**config.mk**
```make
export PLATFORM = sky130hd
export DESIGN_NAME = tdc_pulse_gen
export DESIGN_NICKNAME = d
export VERILOG_FILES = /design/src/rtl/tdc_pulse_gen_pkg.sv /design/src/rtl/tdc_pulse_gen_window.sv /design/src/rtl/tdc_pulse_gen.sv
export SDC_FILE = /design/constraint.sdc
export NUM_CORES = 1
export LEC_CHECK = 0
export CORE_MARGIN = 2
export CORE_UTILIZATION = 55
export CTS_BUF_LIST = sky130_fd_sc_hd__clkbuf_4 sky130_fd_sc_hd__clkbuf_8 sky130_fd_sc_hd__clkbuf_16
export CTS_CLUSTER_SIZE = 20
export DETAILED_ROUTE_END_ITERATION = 12
export GPL_ROUTABILITY_DRIVEN = 0
export PLACE_DENSITY = 0.75
export SYNTH_ARGS = -nofsm -noshare
export SYNTH_HDL_FRONTEND = slang
export SYNTH_SLANG_ARGS = --single-unit
```
**constraint.sdc**
```tcl
create_clock -name clk -period 4.3 [get_ports clk]
set_input_delay 1.075 -clock clk [delete_from_list [all_inputs] [get_ports clk]]
set_output_delay 1.075 -clock clk [all_outputs]
set_load 0.005 [all_outputs]
```
**src/rtl/tdc_pulse_gen_pkg.sv**
```systemverilog
// Shared types and default sizing for the tdc start/stop stimulus generator.
package tdc_pkg;

    // Sequencer states: waiting for a configuration, emitting a pair, idling between pairs.
    typedef enum logic [1:0] {
        ST_IDLE    = 2'd0,
        ST_RUN     = 2'd1,
        ST_HOLDOFF = 2'd2
    } tdc_state_e;

    localparam int DEF_DELAY_W = 8;
    localparam int DEF_WIDTH_W = 4;
    localparam int DEF_COUNT_W = 8;
    localparam int DEF_HOLDOFF = 16;

endpackage

```
**src/rtl/tdc_pulse_gen_window.sv**
```systemverilog
// Registered pulse window: output is high on the edge after t lies in [lo, lo+width).
// The comparison is widened by one bit so lo+width never wraps.
module tdc_pulse_window
    import tdc_pkg::*;
#(
    parameter int T_W     = DEF_DELAY_W + 1,
    parameter int WIDTH_W = DEF_WIDTH_W
) (
    input  logic               clk,
    input  logic               rst_n,
    input  logic               en_i,
    input  logic [T_W-1:0]     t_i,
    input  logic [T_W-1:0]     lo_i,
    input  logic [WIDTH_W-1:0] width_i,
    output logic               hit_o
);

    localparam int HI_W = T_W + 1;

    logic [HI_W-1:0] hi_s;
    logic            hit_d;
    logic            hit_q;

    assign hi_s = {1'b0, lo_i} + HI_W'(width_i);

    // Decide whether the current timeline position falls inside the window.
    always_comb begin
        hit_d = 1'b0;
        if (en_i && (t_i >= lo_i) && ({1'b0, t_i} < hi_s)) begin
            hit_d = 1'b1;
        end else begin
            hit_d = 1'b0;
        end
    end

    // Register the window result so the tdc sees a clean, glitch-free edge.
    always_ff @(posedge clk) begin
        if (!rst_n) begin
            hit_q <= 1'b0;
        end else begin
            hit_q <= hit_d;
        end
    end

    assign hit_o = hit_q;

endmodule

```
**src/rtl/tdc_pulse_gen.sv**
```systemverilog
// Start/stop pair generator for tdc calibration: programmable interval, pulse
// width, pair count (0 = free-running) and a fixed idle gap between pairs.
module tdc_pulse_gen
    import tdc_pkg::*;
#(
    parameter int DELAY_W = DEF_DELAY_W,
    parameter int WIDTH_W = DEF_WIDTH_W,
    parameter int COUNT_W = DEF_COUNT_W,
    parameter int HOLDOFF = DEF_HOLDOFF
) (
    input  logic               clk,
    input  logic               rst_n,
    input  logic               cfg_valid,
    output logic               cfg_ready,
    input  logic [DELAY_W-1:0] cfg_delay,
    input  logic [WIDTH_W-1:0] cfg_width,
    input  logic [COUNT_W-1:0] cfg_count,
    input  logic               abort,
    output logic               start_o,
    output logic               stop_o,
    output logic               busy_o,
    output logic               done_o,
    output logic [COUNT_W-1:0] meas_cnt_o
);

    localparam int T_W  = DELAY_W + 1;
    localparam int HO_W = $clog2(HOLDOFF + 1);

    tdc_state_e         state_q;
    logic [T_W-1:0]     t_q;
    logic [HO_W-1:0]    hcnt_q;
    logic [COUNT_W-1:0] meas_q;
    logic [DELAY_W-1:0] delay_q;
    logic [WIDTH_W-1:0] width_q;
    logic [COUNT_W-1:0] count_q;
    logic               done_q;
    logic               ready_q;
    logic               busy_q;

    logic [WIDTH_W-1:0] width_eff_s;
    logic [T_W-1:0]     run_end_s;
    logic [T_W-1:0]     stop_lo_s;
    logic               win_en_s;

    assign width_eff_s = (cfg_width == {WIDTH_W{1'b0}}) ? WIDTH_W'(1) : cfg_width;
    assign run_end_s   = T_W'(delay_q) + T_W'(width_q) - T_W'(1);
    assign stop_lo_s   = T_W'(delay_q);

    // Windows only fire while a pair is in flight; abort forces both low on the next edge.
    always_comb begin
        win_en_s = 1'b0;
        if ((state_q == ST_RUN) && !abort) begin
            win_en_s = 1'b1;
        end else begin
            win_en_s = 1'b0;
        end
    end

    // Sequencer: handshake, pair timeline, holdoff gap, pair counting and completion.
    always_ff @(posedge clk) begin
        if (!rst_n) begin
            state_q <= ST_IDLE;
            t_q     <= {T_W{1'b0}};
            hcnt_q  <= {HO_W{1'b0}};
            meas_q  <= {COUNT_W{1'b0}};
            delay_q <= {DELAY_W{1'b0}};
            width_q <= WIDTH_W'(1);
            count_q <= {COUNT_W{1'b0}};
            done_q  <= 1'b0;
            ready_q <= 1'b0;
            busy_q  <= 1'b0;
        end else begin
            done_q <= 1'b0;
            case (state_q)
                ST_IDLE: begin
                    if (cfg_valid && ready_q) begin
                        delay_q <= cfg_delay;
                        width_q <= width_eff_s;
                        count_q <= cfg_count;
                        meas_q  <= {COUNT_W{1'b0}};
                        t_q     <= {T_W{1'b0}};
                        state_q <= ST_RUN;
                        ready_q <= 1'b0;
                        busy_q  <= 1'b1;
                    end else begin
                        ready_q <= 1'b1;
                        busy_q  <= 1'b0;
                    end
                end
                ST_RUN: begin
                    if (abort) begin
                        state_q <= ST_IDLE;
                        ready_q <= 1'b1;
                        busy_q  <= 1'b0;
                    end else if (t_q == run_end_s) begin
                        state_q <= ST_HOLDOFF;
                        hcnt_q  <= {HO_W{1'b0}};
                        meas_q  <= meas_q + COUNT_W'(1);
                        t_q     <= {T_W{1'b0}};
                    end else begin
                        t_q <= t_q + T_W'(1);
                    end
                end
                ST_HOLDOFF: begin
                    if (abort) begin
                        state_q <= ST_IDLE;
                        ready_q <= 1'b1;
                        busy_q  <= 1'b0;
                    end else if (hcnt_q == HO_W'(HOLDOFF - 1)) begin
                        if ((count_q == {COUNT_W{1'b0}}) || (meas_q != count_q)) begin
                            state_q <= ST_RUN;
                            t_q     <= {T_W{1'b0}};
                        end else begin
                            state_q <= ST_IDLE;
                            done_q  <= 1'b1;
                            ready_q <= 1'b1;
                            busy_q  <= 1'b0;
                        end
                    end else begin
                        hcnt_q <= hcnt_q + HO_W'(1);
                    end
                end
                default: begin
                    state_q <= ST_IDLE;
                    ready_q <= 1'b0;
                    busy_q  <= 1'b0;
                end
            endcase
        end
    end

    tdc_pulse_window #(
        .T_W     (T_W),
        .WIDTH_W (WIDTH_W)
    ) u_start_win (
        .clk     (clk),
        .rst_n   (rst_n),
        .en_i    (win_en_s),
        .t_i     (t_q),
        .lo_i    ({T_W{1'b0}}),
        .width_i (width_q),
        .hit_o   (start_o)
    );

    tdc_pulse_window #(
        .T_W     (T_W),
        .WIDTH_W (WIDTH_W)
    ) u_stop_win (
        .clk     (clk),
        .rst_n   (rst_n),
        .en_i    (win_en_s),
        .t_i     (t_q),
        .lo_i    (stop_lo_s),
        .width_i (width_q),
        .hit_o   (stop_o)
    );

    assign cfg_ready  = ready_q;
    assign busy_o     = busy_q;
    assign done_o     = done_q;
    assign meas_cnt_o = meas_q;

endmodule

```
## After elaboration in Yosys (flattened, before gate mapping)

Cells that the tools add are included.

| operators by class | value |
|---|---|
| add/sub/neg operators | 6 |
| $mul | 0 |
| divide/modulo/power cells | 0 |
| magnitude comparators | 4 |
| equal/unequal tests | 16 |
| shift-type cells | 0 |
| muxes and demuxes | 40 |
| bitwise logic cells | 3 |
| reduce and logical (&&, ||, !) cells | 21 |

Operators with widths:

| cell | count |
|---|---|
| 9-bit 2-to-1 mux | 6 |
| 9-bit case mux with 3 select lines | 1 |
| 8-bit 2-to-1 mux | 3 |
| 5-bit 2-to-1 mux | 4 |
| 8-bit by 4-bit adder with 9-bit output | 2 |
| 8-bit case mux with 2 select lines | 1 |
| 1-bit 2-to-1 mux | 15 |
| 2-bit != test, second input constant | 7 |
| 9-bit by 10-bit < comparator with 1-bit output | 1 |
| 2-bit 2-to-1 mux | 5 |
| 5-bit case mux with 2 select lines | 1 |
| 9-bit by 1-bit adder with 9-bit output, second input constant | 1 |
| 9-bit == test | 1 |
| 9-bit by 1-bit >= comparator with 1-bit output, second input constant | 1 |
| 9-bit by 8-bit >= comparator with 1-bit output | 1 |
| 9-bit by 4-bit < comparator with 1-bit output | 1 |
| 9-bit by 1-bit subtractor with 9-bit output, second input constant | 1 |
| 8-bit by 1-bit adder with 8-bit output, second input constant | 1 |
| 8-bit zero test | 1 |
| 8-bit != test | 1 |
| 1-bit logical AND | 6 |
| 3-bit != test, second input constant | 2 |
| 1-bit case mux with 3 select lines | 2 |
| 2-bit case mux with 3 select lines | 1 |
| other kinds (20) | 24 |

| storage, ports and cells | value |
|---|---|
| register bits | 49 |
| bits in latches | 0 |
| RAM bits | 0 |
| memory bits (read-only) | 0 |
| input bits | 24 |
| memories | 0 |

## Longest topological paths before layout

Gate-level depths: netlist of the first run.

| depth | value |
|---|---|
| depth after elaboration | 6 |
| depth in mapped cells | 13 |
| mapped depth without buffers | 13 |

## Hierarchy

Synthesis of the first run repeated with hierarchy kept, for this count alone.

| unflattened totals | value |
|---|---|
| cells, all modules | 528 |
| area total of the unflattened synthesis | 4,226.6 um2 |

Modules (own cells, without submodules):

| module | times used | cells each | area an instance (um2) |
|---|---|---|---|
| tdc_pulse_gen | 1 | 368 | 2,895.3 |
| tdc_pulse_window | 2 | 80 | 665.6 |

## Worst setup path before layout of the first run

Ideal clock, no wire load.

| timing | value |
|---|---|
| path kind | reg-to-reg |
| start | register delay_q[1] |
| end | register meas_q[6] (netlist: meas_cnt_o[6]) |
| setup time | 0.080 ns |
| data arrival time | 3.314 ns |
| required time | 4.220 ns |
| path slack | 0.907 ns |
| cell stages (with the launch flop) | 14 |
| period minus slack after synthesis | 3.393 ns |
| path through | dfxtp_1 inv_1 ha_1 inv_1 ha_1 inv_1 fa_1 xnor2_1 or3_4 nor4_4 nand4_2 or4_1 or3_1 o211ai_1 |

| on the way | value |
|---|---|
| word-level cells in the longest chain between the ends | 5 |

RTL lines:

| element | RTL line | source |
|---|---|---|
| start, declared | tdc_pulse_gen.sv:33 | `logic [DELAY_W-1:0] delay_q;` |
| start signal, assigned | tdc_pulse_gen.sv:66 | `delay_q <= {DELAY_W{1'b0}};` |
| start signal, assigned | tdc_pulse_gen.sv:77 | `delay_q <= cfg_delay;` |
| 8-bit by 4-bit adder with 9-bit output | tdc_pulse_gen.sv:46 | `assign run_end_s = T_W'(delay_q) + T_W'(width_q) - T_W'(1);` |
| 9-bit by 1-bit subtractor with 9-bit output | tdc_pulse_gen.sv:46 |  |
| 9-bit == test | tdc_pulse_gen.sv:95 | `end else if (t_q == run_end_s) begin` |
| 2-bit by 1-bit != test with 1-bit output (no line) | -- |  |
| 4-bit AND reduction (no line) | -- |  |
| end signal, assigned | tdc_pulse_gen.sv:65 | `meas_q <= {COUNT_W{1'b0}};` |
| end signal, assigned | tdc_pulse_gen.sv:80 | `meas_q <= {COUNT_W{1'b0}};` |
| end signal, assigned | tdc_pulse_gen.sv:98 | `meas_q <= meas_q + COUNT_W'(1);` |
| end, declared | tdc_pulse_gen.sv:32 | `logic [COUNT_W-1:0] meas_q;` |

Every way passes these cells.
A chain may end at the register's enable or synchronous reset.

## Worst setup path in the final report of the first run

| timing | value |
|---|---|
| start | register delay_q[1] |
| end | register t_q[0] |

| on the way | value |
|---|---|
| word-level cells in the longest chain between the ends | 6 |

RTL lines:

| element | RTL line | source |
|---|---|---|
| 8-bit by 4-bit adder with 9-bit output | tdc_pulse_gen.sv:46 |  |
| 9-bit by 1-bit subtractor with 9-bit output | tdc_pulse_gen.sv:46 |  |
| 9-bit == test | tdc_pulse_gen.sv:95 |  |
| 9-bit 2-to-1 mux | tdc_pulse_gen.sv:95 |  |
| 9-bit 2-to-1 mux | tdc_pulse_gen.sv:91 | `if (abort) begin` |
| 9-bit case mux with 3 select lines | tdc_pulse_gen.sv:74 | `case (state_q)` |
| end signal, assigned | tdc_pulse_gen.sv:81 | `t_q <= {T_W{1'b0}};` |
| end signal, assigned | tdc_pulse_gen.sv:99 | `t_q <= {T_W{1'b0}};` |
| end signal, assigned | tdc_pulse_gen.sv:101 | `t_q <= t_q + T_W'(1);` |
| end, declared | tdc_pulse_gen.sv:30 | `logic [T_W-1:0] t_q;` |

Every way passes these cells. The select of a mux whose other input is x is not followed.

==> metrics.md, run 1 <==
| Metric | Value |
|---|---|
| First-pass iteration count of the detailed router | 5 |
| Final Cycle Share | 0.868 |
| Status | finished clean |
| Mapped Cells | 428 |
| Post-CTS sizing | 0 |
| Min setup slack post-route | 0.570 ns |
| IO buf count | 36 |
| VDD IR max | 0.321 mV |
| CTS tree | built |
| Critical path's slowest cell | o31ai_2 |
| Die Height | 84.3 um |
| Main synth FF type | dfxtp_1 |
| Grt ovf | 0 |
| Iteration-0 DRC Markers | 122 |
| Req. time, crit path | 4.49 ns |
| Vias in the first global route | 2824 |
| Worst-Margin Slew | 0.771 ns |
| Final setup fails | 0 |
| Util after Layout | 0.648 |
| Cell taking the most area after synthesis | dfxtp_1 |
| Share of synthesized registers carrying an async set or reset | 0 |
| Yosys top cell area share | 0.277 |
| # diodes | 0 |
| Worst path arrival time | 3.92 ns |
| Die X | 84.3 um |
| FF+latch count, synth | 49 |
| Ports | 37 |
| Remaining DRCs | 0 |
| Num Clock Sinks | 49 |
| Area growth from synthesis to final layout | 14.7% |
| Synth Area per Inst | 8.28 um2 |
| WL final | 7630 um |
| Post-DP HPWL | 6120 um |
| Commonest cells post-synth | 59 x nand2_1, 49 x dfxtp_1, 46 x ha_1 |
| Clock root buffer | clkbuf_8 |
| Tmin final | 3.73 ns |
| Cell area after synthesis | 0.00355 mm2 |
| Yosys warns | 0 |
| CTS hold repair buffers | 0 |
| Post-Syn Nets | 500 |
| Crit Path Max Fanout | 8 |
| Crit Path Class | reg -> reg |
| Top achievable clock speed | 0.268 GHz |
| CP bufs+invs | 3 |
| Vias per inst | 5.71 |
| CP endpoint kind | flip-flop |
| Clock transition at path regs | 0.10 ns |
| Count leader, synth | nand2_1 |
| Post-synth cell types | 49 |
| Clk_lat worst skew | 0.31 ns |
| Synth area leaders | dfxtp_1 28%, ha_1 16%, nand2_1 6.2% |
| Critical Path Most Common Cell | inv_1 |
| CP Cell Sequence | inv_1 > ha_1 > inv_1 > ha_1 > inv_1 > fa_1 > xnor2_1 > or3_4 > nor4_4 > nand4_2 > o31ai_2 > nor2_1 > mux2_2 |
| First-pass GRT wire length | 13200 um |
| NumNets Final | 534 |
| Place WS | 0.646 ns |
| Die ar. | 0.00711 mm2 |
| Register area | 981 um2 |
| Final ANT Viol Nets | 0 |
| Total negative slack | 0 ns |
| Largest net degree at the start of global routing | 38 |
| Overall Power | 1770 uW |
| Hold Violations, Final | 0 |
| RSZ-0062 raised after global routing | false |
| Share of layout cells above drive strength 1 | 0.0410 |
| Worst slew margin | 0.481 |
| Initial antenna violation count | 0 |
| TritonCTS Buffers | 5 |
| Starting Density | 0.565 |
| Post-synth EDFFs | 0 |
| Total track usage | 0.222 |
| Post-CTS setup repair buffer count | 0 |
| Register area share after synthesis | 0.277 |
| Worst Hold Class | reg -> reg |
| Clock Path Buffers | 2 |
| Row count | 29 |
| Number of H-tree levels | 2 |
| Cells after DPL | 532 |
| FILL cells | 562 |
| Slew Viols, Final | 0 |
| Delay-heaviest family, CP | simple AND/OR/NAND/NOR gates |
| Lkg Pwr | 0.00170 uW |
| Max-cap violations | 0 |
| Finished Layout Cells | 540 |
| Multi-input gate area | 0.00237 mm2 |
| Avg WL per Cell | 14.1 um |
| Placeable core area | 0.00628 mm2 |
| CP startpoint kind | flip-flop |
| P per Cell Area | 435 mW/mm2 |
| Largest stage delay on the critical path | 0.48 ns |
| Clock Skew | 0.0144 ns |
| Total number of vias | 3082 |
[routing by layer]
| metal | share of wire | global-route usage |
|---|---|---|
| met1 | 0.52 | 0.332 |
| met2 | 0.42 | 0.325 |
| met3 | 0.048 | 0.0423 |
| met4 | 0.013 | 0.0601 |
| met5 | 0 | 0 |
[through the flow]
step / area, um2 / hold slack, ns
2_1_floorplan: 3550 / 0.433
3_3_place_gp: 3970 / 0.444
3_5_place_dp: 3970 / 0.456
4_1_cts: 4070 / 0.470
5_1_grt: 4070 / 0.494
6_report: 4070 / 0.464
[area by class of cell]
class | count | area share
Multi-Input combinational cell | 328 | 0.583
Sequential cell | 49 | 0.241
Timing Repair Buffer | 37 | 0.0904
Inverter | 41 | 0.0378
Tap cell | 77 | 0.0237
Clock buffer | 6 | 0.0203
Clock inverter | 2 | 0.00338
[kinds of logic after synthesis]
kind of cell               after synthesis  synth area share
buffers and inverters                   51            0.0543
and+or+nand+nor                        141             0.200
adders and majority gates               48             0.174
DFF                                     49             0.277
muxes                                    9            0.0258
AOI/OAI and AO/OA                      103             0.203
xor gates and xnor gates                27            0.0667
[sequential cells by signal, summed over array words and instances (netlist names), 2 cells and up]
name and count:
count_q 8, delay_q 8, width_q 4, hcnt_q 5
state_q 2, meas_cnt_o 8, t_q 9
[where the power goes]
group          internal [uW]  total (uW)  switching [uW]
Sequential               497         543            45.5
Combinational            399         936             537
Clock                    131         289             158
Total                   1030        1770             741
[worst min-delay path: stages (launching register included)]
cell	delay (ns)
dfxtp_1	0.32
nand2_1	0.05
mux2i_1	0.05
[placed cells by master (no fill, tap or decap), types with 6 or more instances in the layout]
cell / n
nand2_1: 59
dfxtp_1: 49
ha_1: 46
inv_1: 41
clkdlybuf4s50_1: 36
o21ai_0: 23
a21boi_0: 20
xnor2_1: 16
nand3_1: 16
nor2_1: 14
a21oi_1: 12
and3_1: 11
xor2_1: 11
nor2b_1: 9
mux2i_1: 8
nor4_1: 7
a22o_1: 7
clkbuf_8: 6
[worst paths after layout]
check        startpoint         to  slack, ns  depth (start not counted)
max          delay_q[1]     t_q[0]       0.57                         13
min           hcnt_q[4]  hcnt_q[4]       0.46                          2
max reg2reg  delay_q[1]     t_q[0]       0.57                         13
min reg2reg   hcnt_q[4]  hcnt_q[4]       0.46                          2
Note: power is estimated with default switching activity, not from simulation.
==> run 2, diff against run 1 <==
- DONT_BUFFER_PORTS: unset -> 1
- PLACE_DENSITY: 0.75 -> 0.67
==> metrics.md, run 2 (synthesis results as in run 1) <==
| Metric | Value |
|---|---|
| Slew Viols, Final | 0 (unchanged) |
| Worst Hold Class | reg -> reg (unchanged) |
| Req. time, crit path | 4.52 ns (was 4.49 ns) |
| P per Cell Area | 482 mW/mm2 (was 435 mW/mm2) |
| Post-CTS setup repair buffer count | 0 (unchanged) |
| Row count | 29 (unchanged) |
| Post-DP HPWL | 6090 um (was 6120 um) |
| Util after Layout | 0.594 (was 0.648) |
| Initial antenna violation count | 0 (unchanged) |
| Die ar. | 0.00711 mm2 (unchanged) |
| Remaining DRCs | 0 (unchanged) |
| Hold Violations, Final | 0 (unchanged) |
| Clock transition at path regs | 0.10 ns (about the same) |
| # diodes | 0 (unchanged) |
| Tmin final | 3.70 ns (was 3.73 ns) |
| Post-DP Area | 0.00361 mm2 (was 0.00397 mm2) |
| Vias in the first global route | 2814 (was 2824) |
| Reg2Reg Capture Point | t_q[0] (unchanged) |
| Clock Skew | 0.00612 ns (was 0.0144 ns) |
| CP endpoint kind | flip-flop (unchanged) |
| VDD IR max | 0.295 mV (was 0.321 mV) |
| Clock root buffer | clkbuf_8 (unchanged) |
| Hold_sp | hcnt_q[4] (unchanged) |
| CP startpoint kind | flip-flop (unchanged) |
| Die Height | 84.3 um (unchanged) |
| Worst hold path cell count | 2 (unchanged) |
| Clock Path Buffers | 2 (unchanged) |
| Total track usage | 0.230 (was 0.222) |
| Worst-Margin Slew | 0.705 ns (was 0.771 ns) |
| Grt ovf | 0 (unchanged) |
| Total negative slack | 0 ns (unchanged) |
| Finished Layout Cells | 504 (was 540) |
| Placeable core area | 0.00628 mm2 (unchanged) |
| Post-route cell area | 0.00373 mm2 (was 0.00407 mm2) |
| CTS tree | built (unchanged) |
| Largest register by flop count | t_q (unchanged) |
| Most frequent cells in the layout | 59 x nand2_1, 49 x dfxtp_1, 46 x ha_1, 41 x inv_1, 23 x o21ai_0 (was 59 x nand2_1, 49 x dfxtp_1, 46 x ha_1, 41 x inv_1, 36 x clkdlybuf4s50_1) |
| Vias per inst | 5.85 (was 5.71) |
| Clk_lat worst skew | 0.32 ns (was 0.31 ns) |
| Worst reg2reg path startpoint | delay_q[1] (unchanged) |
| TritonCTS Buffers | 5 (unchanged) |
| Final ANT Viol Nets | 0 (unchanged) |
| Number of H-tree levels | 2 (unchanged) |
| IO buf count | 0 (was 36) |
| Hold EP | hcnt_q[4] (unchanged) |
| R2r setup slk | 0.60 ns (was 0.57 ns) |
| CTS hold repair buffers | 0 (unchanged) |
| Worst slew margin | 0.529 (was 0.481) |
| Total number of vias | 2949 (was 3082) |
| Final Cycle Share | 0.861 (was 0.868) |
| Num Clock Sinks | 49 (unchanged) |
| Crit Path Class | reg -> reg (unchanged) |
| Largest net degree at the start of global routing | 39 (was 38) |
| Max reg flops | 9 (unchanged) |
| Iteration-0 DRC Markers | 122 (unchanged) |
| Status | finished clean (unchanged) |
| NumNets Final | 498 (was 534) |
| Die X | 84.3 um (unchanged) |
| First-pass GRT wire length | 13300 um (was 13200 um) |
| RSZ-0062 raised after global routing | false (unchanged) |
| Overall Power | 1790 uW (was 1770 uW) |
| Depth of the most critical reg-to-reg path | 13 (unchanged) |
| Avg WL per Cell | 15.3 um (was 14.1 um) |
| Share of layout cells above drive strength 1 | 0.0445 (was 0.0410) |
| Crit Path Max Fanout | 8 (unchanged) |
| First-pass iteration count of the detailed router | 4 (was 5) |
| Most common cell after layout, fill and taps aside | nand2_1 (unchanged) |
| Starting Density | 0.565 (unchanged) |
| Post-CTS sizing | 0 (unchanged) |
| Max-cap violations | 0 (unchanged) |
| Worst path arrival time | 3.92 ns (about the same) |
| WL final | 7730 um (was 7630 um) |
| Area growth from synthesis to final layout | 5.08% (was 14.7%) |
| Lkg Pwr | 0.00157 uW (was 0.00170 uW) |
| Top achievable clock speed | 0.270 GHz (was 0.268 GHz) |
| Cells after DPL | 496 (was 532) |
| Ports | 37 (unchanged) |
| Final setup fails | 0 (unchanged) |
==> run 2: cell count changes in the layout (fill, tap and decap cells not counted), sizes merged <==
cell	before	now
clkdlybuf4s50	36	0
bufinv	0	1
clkbuf	6	5
clkinvlp	0	1
clkinv	2	1
==> run 2: routing by layer <==
metal  up-vias  wire (um)  GRT usage
li1       1504          -          -
met1      1377       4160      0.347
met5         -          0          0
met3         9        283     0.0403
met2        59       3190      0.338
met4         0        101     0.0630
==> run 2: worst max-delay path: stages (launching register included) <==
cell and delay, ns:
dfxtp_1 0.43, inv_1 0.09, ha_1 0.31, inv_1 0.06
ha_1 0.18, inv_1 0.06, fa_1 0.44, xnor2_1 0.13
or3_4 0.35, nor4_4 0.30, nand4_2 0.21, o31ai_2 0.47
nor2_1 0.24, mux2_2 0.32
==> run 2: layout make-up <==
class | count | area [um2]
Fill cell | 583 | 2550
Timing Repair Buffer | 1 | 7.51
Tap cell | 77 | 96.3
Clock buffer | 5 | 68.8
Sequential cell | 49 | 981
Inverter | 41 | 154
Clock inverter | 3 | 46.3
Multi-Input combinational cell | 328 | 2370
==> run 2: per-stage QoR <==
stage	hold WS, ns	setup slack, ns
6_report	0.469	0.600
4_1_cts	0.471	0.576
3_5_place_dp	0.456	0.600
5_1_grt	0.494	0.274
3_3_place_gp	0.445	0.740
2_1_floorplan	0.433	0.907
==> run 2: worst max-delay path by stage <==
stage               start             to  slack (ns)  depth (start not counted)
3_3_place_gp   delay_q[1]         t_q[0]        0.74                         13
6_report       delay_q[1]         t_q[0]        0.60                         13
4_1_cts        delay_q[1]         t_q[0]        0.58                         13
3_5_place_dp   delay_q[1]         t_q[0]        0.60                         13
2_1_floorplan  delay_q[1]  meas_cnt_o[6]        0.91                         13
5_1_grt        delay_q[1]         t_q[0]        0.27                         13
==> run 2: power breakdown <==
group | switching, uW | internal [uW]
Sequential | 50.8 | 497
Combinational | 531 | 370
Clock | 170 | 174
Total | 752 | 1040
